===== src/rtl/uart_pkg.sv =====
// Shared UART types and constants for the receive path.
package uart_pkg;

  typedef logic [7:0] uart_byte_t;

  localparam int FERR_CNT_MAX  = 255;
  localparam int UART_RX_DEPTH = 16;

  // One receiver strobe: the byte plus its framing-error flag.
  typedef struct packed {
    uart_byte_t data;
    logic       ferr;
  } uart_rx_beat_t;

  function automatic logic [7:0] ferr_sat_inc(input logic [7:0] v);
    return (v == 8'(FERR_CNT_MAX)) ? v : v + 8'd1;
  endfunction

endpackage


===== src/rtl/uart_sync_fifo.sv =====
// First-word-fall-through synchronous FIFO with wrap-bit pointers.
module uart_sync_fifo #(
  parameter int DEPTH = 16,
  parameter int W     = 8,
  parameter int CW    = $clog2(DEPTH) + 1
) (
  input  logic          gclk,
  input  logic          grst_n,
  input  logic          push_i,
  input  logic          pop_i,
  input  logic [W-1:0]  wdata_i,
  output logic [W-1:0]  rdata_o,
  output logic          empty_o,
  output logic          full_o,
  output logic [CW-1:0] count_o
);

  localparam int AW = CW - 1;

  logic [W-1:0]  mem_q [DEPTH];
  logic [CW-1:0] wr_ptr_q, wr_ptr_d;
  logic [CW-1:0] rd_ptr_q, rd_ptr_d;
  logic          push_ok, pop_ok;

  assign empty_o = (wr_ptr_q == rd_ptr_q);
  assign full_o  = (wr_ptr_q[AW-1:0] == rd_ptr_q[AW-1:0]) &&
                   (wr_ptr_q[AW] != rd_ptr_q[AW]);
  assign count_o = wr_ptr_q - rd_ptr_q;
  assign rdata_o = mem_q[rd_ptr_q[AW-1:0]];

  // A pop frees the slot the same cycle, so a full FIFO still accepts a push.
  assign pop_ok  = pop_i & ~empty_o;
  assign push_ok = push_i & (~full_o | pop_ok);

  always_comb begin
    wr_ptr_d = wr_ptr_q;
    rd_ptr_d = rd_ptr_q;
    if (push_ok) wr_ptr_d = wr_ptr_q + CW'(1);
    if (pop_ok)  rd_ptr_d = rd_ptr_q + CW'(1);
  end

  always_ff @(posedge gclk or negedge grst_n) begin
    if (!grst_n) begin
      wr_ptr_q <= '0;
      rd_ptr_q <= '0;
    end else begin
      wr_ptr_q <= wr_ptr_d;
      rd_ptr_q <= rd_ptr_d;
    end
  end

  always_ff @(posedge gclk) begin
    if (push_ok) mem_q[wr_ptr_q[AW-1:0]] <= wdata_i;
  end

endmodule


===== src/rtl/uart_rx_buffer.sv =====
// Receive byte buffer: framing-error filter, FWFT queue, overflow and error-count flags.
module uart_rx_buffer
  import uart_pkg::*;
#(
  parameter int DEPTH    = UART_RX_DEPTH,
  parameter bit DROP_ERR = 1'b1,
  parameter int CW       = $clog2(DEPTH) + 1
) (
  input  logic          gclk,
  input  logic          grst_n,
  input  uart_byte_t    in_data,
  input  logic          in_valid,
  input  logic          in_ferr,
  output uart_byte_t    out_data,
  output logic          out_valid,
  input  logic          out_ready,
  output logic [CW-1:0] count,
  output logic          overflow,
  output logic [7:0]    ferr_cnt,
  input  logic          clr_flags
);

  uart_rx_beat_t beat;
  logic          empty, full;
  logic          good, pop, push, ferr_evt;
  logic          overflow_q, overflow_d;
  logic [7:0]    ferr_cnt_q, ferr_cnt_d;

  assign beat     = '{data: in_data, ferr: in_ferr};
  assign ferr_evt = in_valid & beat.ferr;
  assign good     = in_valid & ~(beat.ferr & DROP_ERR);
  assign pop      = out_valid & out_ready;
  assign push     = good & (~full | pop);

  uart_sync_fifo #(
    .DEPTH (DEPTH),
    .W     ($bits(uart_byte_t)),
    .CW    (CW)
  ) u_fifo (
    .gclk    (gclk),
    .grst_n  (grst_n),
    .push_i  (push),
    .pop_i   (pop),
    .wdata_i (beat.data),
    .rdata_o (out_data),
    .empty_o (empty),
    .full_o  (full),
    .count_o (count)
  );

  assign out_valid = ~empty;

  // A set/increment in the same cycle as clr_flags wins over the clear.
  always_comb begin
    overflow_d = overflow_q;
    ferr_cnt_d = ferr_cnt_q;
    if (clr_flags) begin
      overflow_d = 1'b0;
      ferr_cnt_d = '0;
    end
    if (good & full & ~pop) overflow_d = 1'b1;
    if (ferr_evt) ferr_cnt_d = clr_flags ? 8'd1 : ferr_sat_inc(ferr_cnt_q);
  end

  always_ff @(posedge gclk or negedge grst_n) begin
    if (!grst_n) begin
      overflow_q <= 1'b0;
      ferr_cnt_q <= '0;
    end else begin
      overflow_q <= overflow_d;
      ferr_cnt_q <= ferr_cnt_d;
    end
  end

  assign overflow = overflow_q;
  assign ferr_cnt = ferr_cnt_q;

endmodule

===== config.mk =====
export PLATFORM = sky130hd
export DESIGN_NAME = uart_rx_buffer
export DESIGN_NICKNAME = d
export VERILOG_FILES = /design/src/rtl/uart_pkg.sv /design/src/rtl/uart_sync_fifo.sv /design/src/rtl/uart_rx_buffer.sv
export SDC_FILE = /design/constraint.sdc
export NUM_CORES = 1
export LEC_CHECK = 0
export ABC_CLOCK_PERIOD_IN_PS = 2800
export CORE_MARGIN = 2
export CORE_UTILIZATION = 25
export DETAILED_ROUTE_END_ITERATION = 10
export GPL_TIMING_DRIVEN = 0
export PLACE_DENSITY = 0.49
export SYNTH_ARGS = -nofsm -noshare
export SYNTH_HDL_FRONTEND = slang
export SYNTH_SLANG_ARGS = --single-unit

===== constraint.sdc =====
create_clock -name gclk -period 2.8 [get_ports gclk]
set_clock_uncertainty 0.2 [all_clocks]
set_input_delay 0.56 -clock gclk [delete_from_list [all_inputs] [get_ports gclk]]
set_output_delay 0.56 -clock gclk [all_outputs]
set_load 0.01 [all_outputs]

== Word level (Yosys, flattened, before mapping) ==
Memories as Yosys holds them, arrays and structs flattened.
Cells that the tools add are included.

* Add/subtract/negate cells: 4
* Equal/unequal tests: 5
* Multiplexer cells: 8
* Bitwise operators: 14
* Reduce and logical (&&, ||, !) cells: 4

{| class="wikitable"
|+ Operators with widths
! cell !! count
|-
| $mux 8 || 4
|-
| $add 5x1->5 const B || 2
|-
| $add 8x1->8 const B || 1
|-
| $and 1x1->1 || 8
|-
| $eq 8x8->1 const B || 1
|-
| $eq 5x5->1 || 1
|-
| $sub 5x5->5 || 1
|-
| $eq 4x4->1 || 1
|-
| $mux 1 || 4
|-
| $not 1->1 || 4
|-
| $reduce_bool 2->1 || 2
|-
| $ne 2x2->1 const B || 1
|-
| $or 1x1->1 || 2
|-
| $reduce_and 2->1 || 1
|-
| $logic_and 1x1->1 || 1
|-
| $ne 1x1->1 || 1
|}

* Register bits: 19
* Bits in writable memories: 128
* Bits of input ports: 14
* Memories: 1

{| class="wikitable"
|+ Memories
! name !! depth !! width !! rd ports !! clocked after Yosys merged registers in !! wr ports !! line !! text
|-
| u_fifo.mem_q || 16 || 8 || 1 || 0 || 1 || uart_sync_fifo.sv:20 || <nowiki>logic [W-1:0] mem_q [DEPTH];</nowiki>
|}

== Depth between registers and ports, before layout ==
Gate-level depths: netlist of the first run.

* Word-level depth: 8
* Depth in mapped cells: 8
* Gate-level depth less buffers: 7

== Cells and area by module ==
From an unflattened synthesis of the first run, not the netlist that was laid out.

* Cell total of the unflattened synthesis: 351
* Area total of the unflattened synthesis: 6231.0 sq um

{| class="wikitable"
|+ By module, submodules not included
! module !! instances !! cells each !! area an instance (sq um) !! seq. area each (sq um)
|-
| uart_sync_fifo || 1 || 295 || 5710.5 || 4093.9
|-
| uart_rx_buffer || 1 || 56 || 520.5 || 225.2
|}

== Least setup slack after synthesis of the first run ==
No wires, ideal clock.

* Kind: register to register
* Start: reg u_fifo.rd_ptr_q[2]
* End: mem u_fifo.mem_q[5][0] (enable)
* Arrival time: 2.443 ns
* Data required time: 2.215 ns
* Slack: -0.228 ns
* Stages on the path, launching flop included: 9
* Period minus slack after synthesis: 3.028 ns
* Path through: dfrtp_1 buf_2 buf_2 inv_1 ha_1 and4_4 a31oi_4 nand2_1 nor3b_1

* Cells in the longest elaborated chain, start to end: 8
* Elaborated cells on any way between the ends: 13

{| class="wikitable"
|+ Ends and longest elaborated chain
! element !! line !! text
|-
| start, declared || uart_sync_fifo.sv:22 || <nowiki>logic [CW-1:0] rd_ptr_q, rd_ptr_d;</nowiki>
|-
| start signal, assigned || uart_sync_fifo.sv:48 || <nowiki>rd_ptr_q <= rd_ptr_d;</nowiki>
|-
| $eq 5x5->1 / $eq 4x4->1 (equally long branches) || uart_sync_fifo.sv:25, uart_sync_fifo.sv:26 ||
|-
| $not 1->1 / $logic_and 1x1->1 (equally long branches) || uart_sync_fifo.sv:32, uart_rx_buffer.sv:51, uart_sync_fifo.sv:26 ||
|-
| $and 1x1->1 / $not 1->1 (equally long branches) || uart_rx_buffer.sv:32, uart_sync_fifo.sv:33, uart_rx_buffer.sv:33 ||
|-
| $or 1x1->1 / $and 1x1->1 (equally long branches) || uart_rx_buffer.sv:33, uart_sync_fifo.sv:32 ||
|-
| $and 1x1->1 / $or 1x1->1 (equally long branches) || uart_rx_buffer.sv:33, uart_sync_fifo.sv:33 ||
|-
| $and 1x1->1 * || uart_sync_fifo.sv:33 || <nowiki>assign push_ok = push_i & (~full_o | pop_ok);</nowiki>
|-
| $mux 1 * || uart_sync_fifo.sv:53 || <nowiki>if (push_ok) mem_q[wr_ptr_q[AW-1:0]] <= wdata_i;</nowiki>
|-
| $mux 1 (not written as such) * || uart_sync_fifo.sv:53 ||
|-
| end, declared || uart_sync_fifo.sv:20 ||
|}

Mark *: on every way between the ends. The rest lies on a longest branch, timed or not.

== Worst setup path in the final report of the first run ==
* Start: reg u_fifo.rd_ptr_q[0]
* End: out out_data[2]

* Cells in the longest elaborated chain, start to end: 1

{| class="wikitable"
|+ Ends and longest elaborated chain
! element !! line !! text
|-
| $mem_v2 16x8 || -- ||
|-
| end, declared || uart_rx_buffer.sv:14 || <nowiki>output uart_byte_t out_data,</nowiki>
|}

Every way passes these cells.

==> summary.md, run 1 <==
| Metric | Value |
|---|---|
| Number of global-route vias before repair | 3,524 |
| Hold Path Depth | 2 |
| Fmax | 337 MHz |
| Syn Std Cell Area | between 6000 and 7000 um2 |
| PortBufs | 35 |
| Total Routing Usage GR | 0.116 |
| Gate Count Post-Synth | 344 |
| Max Cap Violations | 0 |
| Wire per inst | 19.0 um |
| First-pass GRT wire length | 21,800 um |
| TritonRoute pass-1 iters | 5 |
| Die height | about 160 um |
| CTS sink cnt | approximately 150 |
| Setup TNS | -1200 ps |
| DRT iter0 DRCs | 148 |
| Tmin final | 2970 ps |
| ANT nets after route | 0 |
| Worst setup SP type | register |
| Yosys top cell by area | edfxtp_1 |
| Width of the die | approximately 160 um |
| RSZ-0062 raised after global routing | true |
| Mean Syn Cell Area | 18.0 um2 |
| Status | finished, violations left |
| RePlAce Congestion | approximately 0.74 |
| Synth cell types | 43 |
| Worst Path Max Fanout | 7 |
| Worst hold start | clr_flags |
| Largest net degree at the start of global routing | 20 |
| Peak supply drop | 0.421 mV |
| N_diodes | 0 |
| Final Setup Violations | 9 |
| Type of the tightest min-delay check | primary input to register |
| Slew Limit Fails | 0 |
| Die ar. | 26,000 um2 |
| Largest cells by area after synthesis | edfxtp_1 62%, dfrtp_1 7.7%, mux4_2 7.6% |
| Seq/Total Area, Yosys | 0.698 |
| Setup ws final | -169 ps |
| Share of the synthesized area in the top cell type | 0.621 |
| Cts hold-fix bufs | 0 |
| EDFF count, synth | 128 |
| WL final | about 14,000 um |
| CP endpoint kind | primary output |
| Num CTS Buffers | 17 |
| #FFs+latches synth | 147 |
| H-tree depth | 4 |
| Initial antenna violation count | 0 |
| Area growth syn-to-layout | 28.6% |
| TritonCTS clock tree | built |
| CP startpoint | u_fifo.rd_ptr_q[0] |
| Final hold violation count | 0 |
| Worst-Skew Late Latency | 420 ps |
| Synth Net Count | 369 |
| I/O pin count | 37 |
| Failing checks | negative setup slack |
| Root buf cell | clkbuf_16 |
| Final hold slack | 324 ps |
| Vias | about 3,300 |
| LEAKAGE | 2.75 nW |
| Power per cell area | 1030 nW/um2 |
| Clock-pin slew on the worst setup and hold paths | 60 ps |
| Worst Tran Pin Value | 905 ps |
| CP Data Arrival Time | 2210 ps |
| R2r startpoint | u_fifo.rd_ptr_q[3] |
| Maximum clock insertion buffer count | 2 |
| DP Wirelength | around 9300 um |
| DR vias/cell | 4.43 |
| CP required | a little over 2000 ps |
| Number of nets in the finished design | approximately 450 |
| Synthesis warning total | 0 |
| DRC viols | 0 |
| Row cnt | 57 |
| Layout cell share with drive strength beyond 1 | 0.329 |
| Final Cycle Share | 1.06 |
| Most common flop cell mapped by yosys | edfxtp_1 |
| Asr flop ratio synth | 0.129 |
| R2R cell count | 6 |
| Gr ovfl total | 0 |
| Crit Path Category | register to primary output |
| Starting Density | 0.254 |
| Worst rel slew slack | 0.395 |
| Power Total | 8.20 mW |
| Core Area | around 24,000 um2 |
==> what timing repair did <==
item                                   CTS  global route
buffers inserted                        18             2
pin swaps                               13             8
endpoints found under the hold margin    0             0
setup endpoints to repair              142            76
gates cloned                             2             1
resized for setup                       85            24
==> kinds of logic after synthesis <==
logic type                 Yosys count  synth area share
muxes                               50             0.131
and+or+nand+nor                     52            0.0492
buffers and inverters               26            0.0255
AOI/OAI and AO/OA                   42            0.0498
DFF                                147             0.698
adders and majority gates           11            0.0235
xor gates and xnor gates            16            0.0227
==> metrics by stage <==
step / utilization / cell area (um2) / instances / setup WS [ps]
detailed placement: 0.287 / 6980 / 705 / -875
CTS: 0.326 / 7930 / 754 / -225
global placement: 0.285 / 6940 / 703 / -1460
global route: 0.327 / 7960 / 755 / -282
finish: 0.327 / 7960 / 755 / -169
floorplan: - / 6190 / 344 / -228
==> worst paths after layout <==
check	end	slack (ps)
setup / recovery	out_data[2]	-170
hold / removal	ferr_cnt[3]	320
setup reg to reg	u_fifo.mem_q[1][1]	120
hold reg to reg	overflow	330
max in group asynchronous	u_fifo.rd_ptr_q[1]	1350
min in group asynchronous	u_fifo.wr_ptr_q[2]	450
==> Yosys cell counts, drive strengths merged (2+ instances only) <==
library cell and number:
mux4 24, nor2 7, nand3 4, and2 12, a21o 2, nor2b 3, ha 10, inv 12
a32oi 9, edfxtp 128, o2111ai 2, nand2 8, nor3b 6, a22oi 8, nand4 5, a21oi 5
clkbuf 5, o21ai 11, dfrtp 19, mux2i 26, and3 3, xor2 4, xnor2 12, buf 8
==> layer usage <==
| layer | vias up | wire (um) | track usage |
|---|---|---|---|
| met3 | 5 | 755 | 0.0262 |
| met1 | 1734 | 5950 | 0.142 |
| met2 | 76 | 7540 | 0.201 |
| met5 | - | 0 | 0 |
| li1 | 1530 | - | - |
| met4 | 0 | 114 | 0.0426 |
==> state kept, by name, indices dropped and copies added, names as in the netlist <==
name / cells
ferr_cnt: 8
overflow: 1
u_fifo.wr_ptr_q: 5
u_fifo.mem_q: 128
u_fifo.rd_ptr_q: 5
==> critical path, stage by stage (launching register included) <==
cell     delay (ps)
dfrtp_1         390
buf_6           190
buf_12          140
buf_6            90
mux4_2          500
a32oi_1         200
o21ai_1         120
buf_2           160
==> report_power, final <==
group          switching (mW)  internal [mW]  total, mW
registers               0.124           2.56       2.68
clock network           0.889           1.41       2.30
logic                    1.63           1.59       3.22
total                    2.64           5.56       8.20
==> layout by cell type (no fill, tap or decap), types with 10 or more instances in the layout <==
master / instances
dfrtp_1: 18
clkbuf_16: 18
inv_1: 10
buf_2: 10
mux2i_1: 22
xnor2_1: 11
mux4_2: 21
buf_4: 13
clkdlybuf4s50_1: 22
edfxtp_1: 128
==> cell type report <==
| class | instances | area, um2 |
|---|---|---|
| buffer | 12 | 138 |
| clock buffer | 17 | 425 |
| clock inverter | 13 | 179 |
| fill | 2310 | 16400 |
| inverter | 13 | 56.3 |
| multi-input combinational | 171 | 1880 |
| sequential | 147 | 4320 |
| tap | 324 | 405 |
| timing repair buffer | 58 | 551 |
No activity file was read; power rests on OpenSTA's default activity.
==> inputs of run 2 (changes only) <==
==> constraint.sdc (replaced) <==
create_clock -name gclk -period 2.8 [get_ports gclk]
set_clock_uncertainty 0.2 [all_clocks]
set_input_delay 0.84 -clock gclk [delete_from_list [all_inputs] [get_ports gclk]]
set_output_delay 0.84 -clock gclk [all_outputs]
set_load 0.01 [all_outputs]
==> run 2 against run 1 <==
Effect of this change: the flow still finishes with violations (negative setup slack); sequential share of layout area fell by 0.20 points; clock power hardly changed; power increased by 0.27%; maximum frequency down 8.7%; worst hold slack improved by 7.4 ps; wire length about the same; critical path type unchanged; largest power group unchanged.
==> summary.md, run 2 (synthesis gave the netlist of run 1 again) <==
| Metric | Value |
|---|---|
| Worst setup SP type | register |
| WL final | 14,400 um |
| Worst rel slew slack | 0.408 |
| Vias | 3,336 |
| ANT nets after route | 0 |
| Num CTS Buffers | 17 |
| Final Setup Violations | 13 |
| Initial antenna violation count | 0 |
| N_diodes | 0 |
| Peak supply drop | ~0.42 mV |
| First-pass GRT wire length | around 22,000 um |
| Worst-Skew Late Latency | 420 ps |
| Core Area | about 24,000 um2 |
| Row cnt | 57 |
| Final hold violation count | 0 |
| Die height | 161 um |
| CP max stage cell | mux4_2 |
| Die ar. | 26,000 um2 |
| Wire per inst | 19.0 um |
| Crit-path max cell delay | around 500 ps |
| Worst Path Max Fanout | 7 |
| Max Cap Violations | 0 |
| Tmin final | 3250 ps |
| Setup ws final | -454 ps |
| Number of global-route vias before repair | between 3,000 and 4,000 |
| Failing checks | negative setup slack |
| Fmax | a little over 300 MHz |
| CP Data Arrival Time | 2210 ps |
| Type of the tightest min-delay check | register to register |
| Maximum clock insertion buffer count | 2 |
| Leading cell type in the layout, fill and taps excluded | edfxtp_1 |
| RePlAce Congestion | ~0.74 |
| R2R cell count | 6 |
| Status | finished, violations left |
| DP Worst Slack | -875 ps |
| Slew Limit Fails | 0 |
| Post-route cell area | ~8000 um2 |
| Largest register FFs | 128 |
| RR Endpoint | u_fifo.mem_q[2][1] |
| TritonCTS clock tree | built |
| Layout cell share with drive strength beyond 1 | 0.336 |
| Starting Density | 0.254 |
| Cell repeated most along the worst path | buf_6 |
| Number of nets in the finished design | ~450 |
| TritonRoute pass-1 iters | 6 |
| CP startpoint | u_fifo.rd_ptr_q[0] |
| LEAKAGE | 2.75 nW |
| Gr ovfl total | 0 |
| R2r startpoint | u_fifo.rd_ptr_q[3] |
| Most frequent cells in the layout | 128 x edfxtp_1, 22 x mux2i_1, 21 x mux4_2, 21 x clkdlybuf4s50_1 |
| RSZ-0062 raised after global routing | true |
| Final Cycle Share | 1.16 |
| Fill cell count | 2,305 |
| End of the critical path | out_data[2] |
| Register-to-register setup slack | 0 ps |
| DRT iter0 DRCs | 137 |
| Area growth syn-to-layout | 29.1% |
| Width of the die | 161 um |
| CP endpoint kind | primary output |
| Crit Path Category | register to primary output |
| Root buf cell | clkbuf_16 |
| Cts hold-fix bufs | 0 |
| CP required | 1760 ps |
| CTS sink cnt | 147 |
| I/O pin count | 37 |
| Largest net degree at the start of global routing | 20 |
| Area after DPL | 6980 um2 |
| Clock-pin slew on the worst setup and hold paths | 60 ps |
| Crit-path cells | buf_6, buf_12, buf_6, mux4_2, a32oi_1, o21ai_1, buf_2 |
| Worst Tran Pin Value | between 800 and 900 ps |
| H-tree depth | 4 |
| DRC viols | 0 |
| DR vias/cell | 4.42 |
| Total Routing Usage GR | 0.117 |
| DP Wirelength | 9300 um |
| PortBufs | 35 |
| Power per cell area | 1030 nW/um2 |
run 2: cell count changes in the layout (fill, tap and decap cells not counted), moves of 2 or more:
cell	change
and2_2	-5
and2_4	+5
buf_2	+2
clkbuf_2	-2
dlygate4sd2_1	+2
inv_1	-2
run 2: critical path: cells and delay by family (launching register included):
family	cells	cell delay, ps
mux	1	500
flops	1	390
compound gates	2	320
buf+inv	4	580
run 2: through the flow:
stage	instances	TNS (ps)	hold slack, ps	power [mW]	utilization
finish	755	-4570	332	8.22	0.328
floorplan	344	-7030	302	4.42	-
CTS	754	-4810	336	8.26	0.326
global route	755	-12850	349	8.64	0.328
detailed placement	705	-82470	324	5.59	0.287
global placement	703	-102270	325	5.56	0.285
run 2: final cells by class:
type | instances | area, um2 | area share
sequential | 147 | 4320 | 0.541
multi-input combinational | 171 | 1910 | 0.239
timing repair buffer | 58 | 551 | 0.0689
clock buffer | 17 | 425 | 0.0533
tap | 324 | 405 | 0.0508
clock inverter | 13 | 179 | 0.0224
buffer | 12 | 138 | 0.0172
inverter | 13 | 57.6 | 0.00721
run 2: what timing repair did:
action,4_1_cts,5_1_grt
resized for setup,96,26
setup buffers,18,2
setup endpoints to repair,143,93
pin swaps,13,9
gates cloned,2,1
run 2: power breakdown:
part	switching, mW	leakage, nW	total (mW)	internal, mW
Combinational	1.65	1.06	3.24	1.59
Sequential	0.124	1.40	2.68	2.56
Clock	0.893	0.292	2.30	1.41
Total	2.67	2.75	8.22	5.56
run 2: worst min-delay path by stage:
stage	from	end	slack (ps)	depth (start not counted)
2_1_floorplan	u_fifo.rd_ptr_q[4]	u_fifo.rd_ptr_q[4]	300	1
6_report	overflow	overflow	330	2
5_1_grt	u_fifo.wr_ptr_q[4]	u_fifo.wr_ptr_q[4]	350	1
3_3_place_gp	overflow	overflow	320	2
4_1_cts	u_fifo.rd_ptr_q[4]	u_fifo.rd_ptr_q[4]	340	1
3_5_place_dp	u_fifo.rd_ptr_q[4]	u_fifo.rd_ptr_q[4]	320	1
run 2: metal layers:
metal / global-route usage / vias to the layer above / share of wire
met5: 0 / - / 0
met2: 0.202 / 63 / 0.53
met1: 0.143 / 1733 / 0.42
met4: 0.0426 / 0 / 0.013
met3: 0.0257 / 15 / 0.036
li1: - / 1525 / -
==> inputs of run 3 (changes only) <==
Settings changed: MAX_ROUTING_LAYER set to met4.
==> run 3 against run 2 <==
Effect of this change: the run still ends with negative setup slack left; clock power about the same; wire length up 0.30%; global-route usage up 0.36 points; utilization unchanged; sequential share of layout area unchanged.
==> summary.md, run 3 (synthesis gave the netlist of run 1 again) <==
| Metric | Value |
|---|---|
| LEAKAGE | 2.75 nW |
| DRT iter0 DRCs | 141 |
| DRC viols | 0 |
| PortBufs | 35 |
| Core Area | 24,300 um2 |
| Clock-pin slew on the worst setup and hold paths | approximately 60 ps |
| CP required | 1760 ps |
| Final hold violation count | 0 |
| Crit-path max cell delay | 490 ps |
| Area after DPL | 6980 um2 |
| Width of the die | 161 um |
| Setup ws final | -451 ps |
| R2R cell count | 6 |
| WL final | 14,400 um |
| Type of the tightest min-delay check | register to register |
| Initial antenna violation count | 0 |
| Final Setup Violations | 37 |
| Worst Path Max Fanout | 7 |
| Total Routing Usage GR | 0.120 |
| Layout cell share with drive strength beyond 1 | 0.336 |
| Largest register FFs | 128 |
| Register-to-register setup slack | -10 ps |
| Starting Density | 0.254 |
| Number of nets in the finished design | 445 |
| CP Data Arrival Time | 2210 ps |
| Largest net degree at the start of global routing | 20 |
| Post-route cell area | 7990 um2 |
| Worst setup SP type | register |
| CP max stage cell | mux4_2 |
| Crit-path cells | buf_6, buf_12, buf_6, mux4_2, a32oi_1, o21ai_1, buf_2 |
| CP delay by family, top | buffers and inverters |
| RSZ-0062 raised after global routing | true |
| Area growth syn-to-layout | 29.1% |
| Tmin final | roughly 3300 ps |
| Die height | 161 um |
| Number of global-route vias before repair | 3,531 |
| Most frequent cells in the layout | 128 x edfxtp_1, 22 x mux2i_1, 21 x mux4_2, 21 x clkdlybuf4s50_1 |
| TritonRoute pass-1 iters | 4 |
| CP endpoint kind | primary output |
| Wire per inst | 19.1 um |
| Cell repeated most along the worst path | buf_6 |
| Worst path buffer plus inverter count | 4 |
| Setup TNS | -4730 ps |
| Worst rel slew slack | 0.407 |
| Fill cell count | 2,305 |
| Status | finished, violations left |
| Failing checks | negative setup slack |
| Fmax | 308 MHz |
| Power per cell area | 1030 nW/um2 |
| Peak supply drop | ~0.42 mV |
| Die ar. | around 26,000 um2 |
| Crit Path Category | register to primary output |
| Number of cells on the critical path | 7 |
| Gr ovfl total | 0 |
| Worst-Skew Late Latency | roughly 420 ps |
| DR vias/cell | 4.43 |
| Max Cap Violations | 0 |
| Slew Limit Fails | 0 |
| TritonCTS clock tree | built |
| ANT nets after route | 0 |
| Leading cell type in the layout, fill and taps excluded | edfxtp_1 |
| R2r startpoint | u_fifo.rd_ptr_q[3] |
| CP startpoint | u_fifo.rd_ptr_q[0] |
| I/O pin count | 37 |
| N_diodes | 0 |
| RR Endpoint | u_fifo.mem_q[2][1] |
| Row cnt | between 50 and 60 |
| First-pass GRT wire length | 21,900 um |
| CTS sink cnt | 147 |
| Num CTS Buffers | 17 |
| RePlAce Congestion | 0.754 |
| Final hold slack | 331 ps |
| H-tree depth | 4 |
| DP Wirelength | 9300 um |
| End of the critical path | out_data[2] |
| Final Cycle Share | 1.16 |
| Vias | 3,342 |
| Maximum clock insertion buffer count | 2 |
| Worst Tran Pin Value | 887 ps |
| Root buf cell | clkbuf_16 |
-- run 3: cell counts in the layout (fill, tap and decap cells not counted) --
Identical to the previous run, type by type.
-- run 3: stage by stage --
stage / total power [mW] / setup slack, ps / util / cells
after floorplan: 4.42 / -228 / - / 344
after global placement: 5.56 / -1460 / 0.285 / 703
after detailed placement: 5.59 / -875 / 0.287 / 705
after CTS: 8.26 / -505 / 0.326 / 754
after global routing: 8.64 / -562 / 0.328 / 755
final: 8.23 / -451 / 0.328 / 755
-- run 3: worst min-delay path by stage --
stage	start	endpoint	slack (ps)	depth (start not counted)
final	overflow	overflow	330	2
after global routing	u_fifo.wr_ptr_q[4]	u_fifo.wr_ptr_q[4]	350	1
after CTS	u_fifo.rd_ptr_q[4]	u_fifo.rd_ptr_q[4]	340	1
after detailed placement	u_fifo.rd_ptr_q[4]	u_fifo.rd_ptr_q[4]	320	1
after global placement	overflow	overflow	320	2
after floorplan	u_fifo.rd_ptr_q[4]	u_fifo.rd_ptr_q[4]	300	1
-- run 3: power breakdown --
part / switching [mW] / total (mW) / internal [mW]
registers: 0.124 / 2.68 / 2.56
logic: 1.65 / 3.24 / 1.59
clock network: 0.892 / 2.30 / 1.41
-- run 3: worst reg2reg max path, cell delays in order (launching register included) --
cell and delay, ps:
dfrtp_1 390, clkinv_2 260, ha_1 440, and4_4 230, a31oi_4 340, nor3b_4 340, and2_4 300
-- run 3: timing repair --
action                                 4_1_cts  5_1_grt
endpoints found under the hold margin        0        0
pin swaps                                   13        9
gates cloned                                 2        1
resized for setup                           96       26
setup endpoints to repair                  143       93
buffers inserted                            18        2
hold buffers                                 0        0
-- run 3: layer usage --
layer,wire (um),global-route usage
met5,0,-
met4,167,0.0438
met3,567,0.0252
met2,7560,0.202
met1,6090,0.143
-- run 3: cell type report --
cell class              instances  area (um2)  area share
repair buffers                 58         551      0.0689
inverters                      13        57.6     0.00721
multi-input cells             171        1910       0.239
flip-flops and latches        147        4320       0.541
plain buffers                  12         138      0.0172
clock inverters                13         179      0.0224
clock buffers                  17         425      0.0533
well taps                     324         405      0.0508
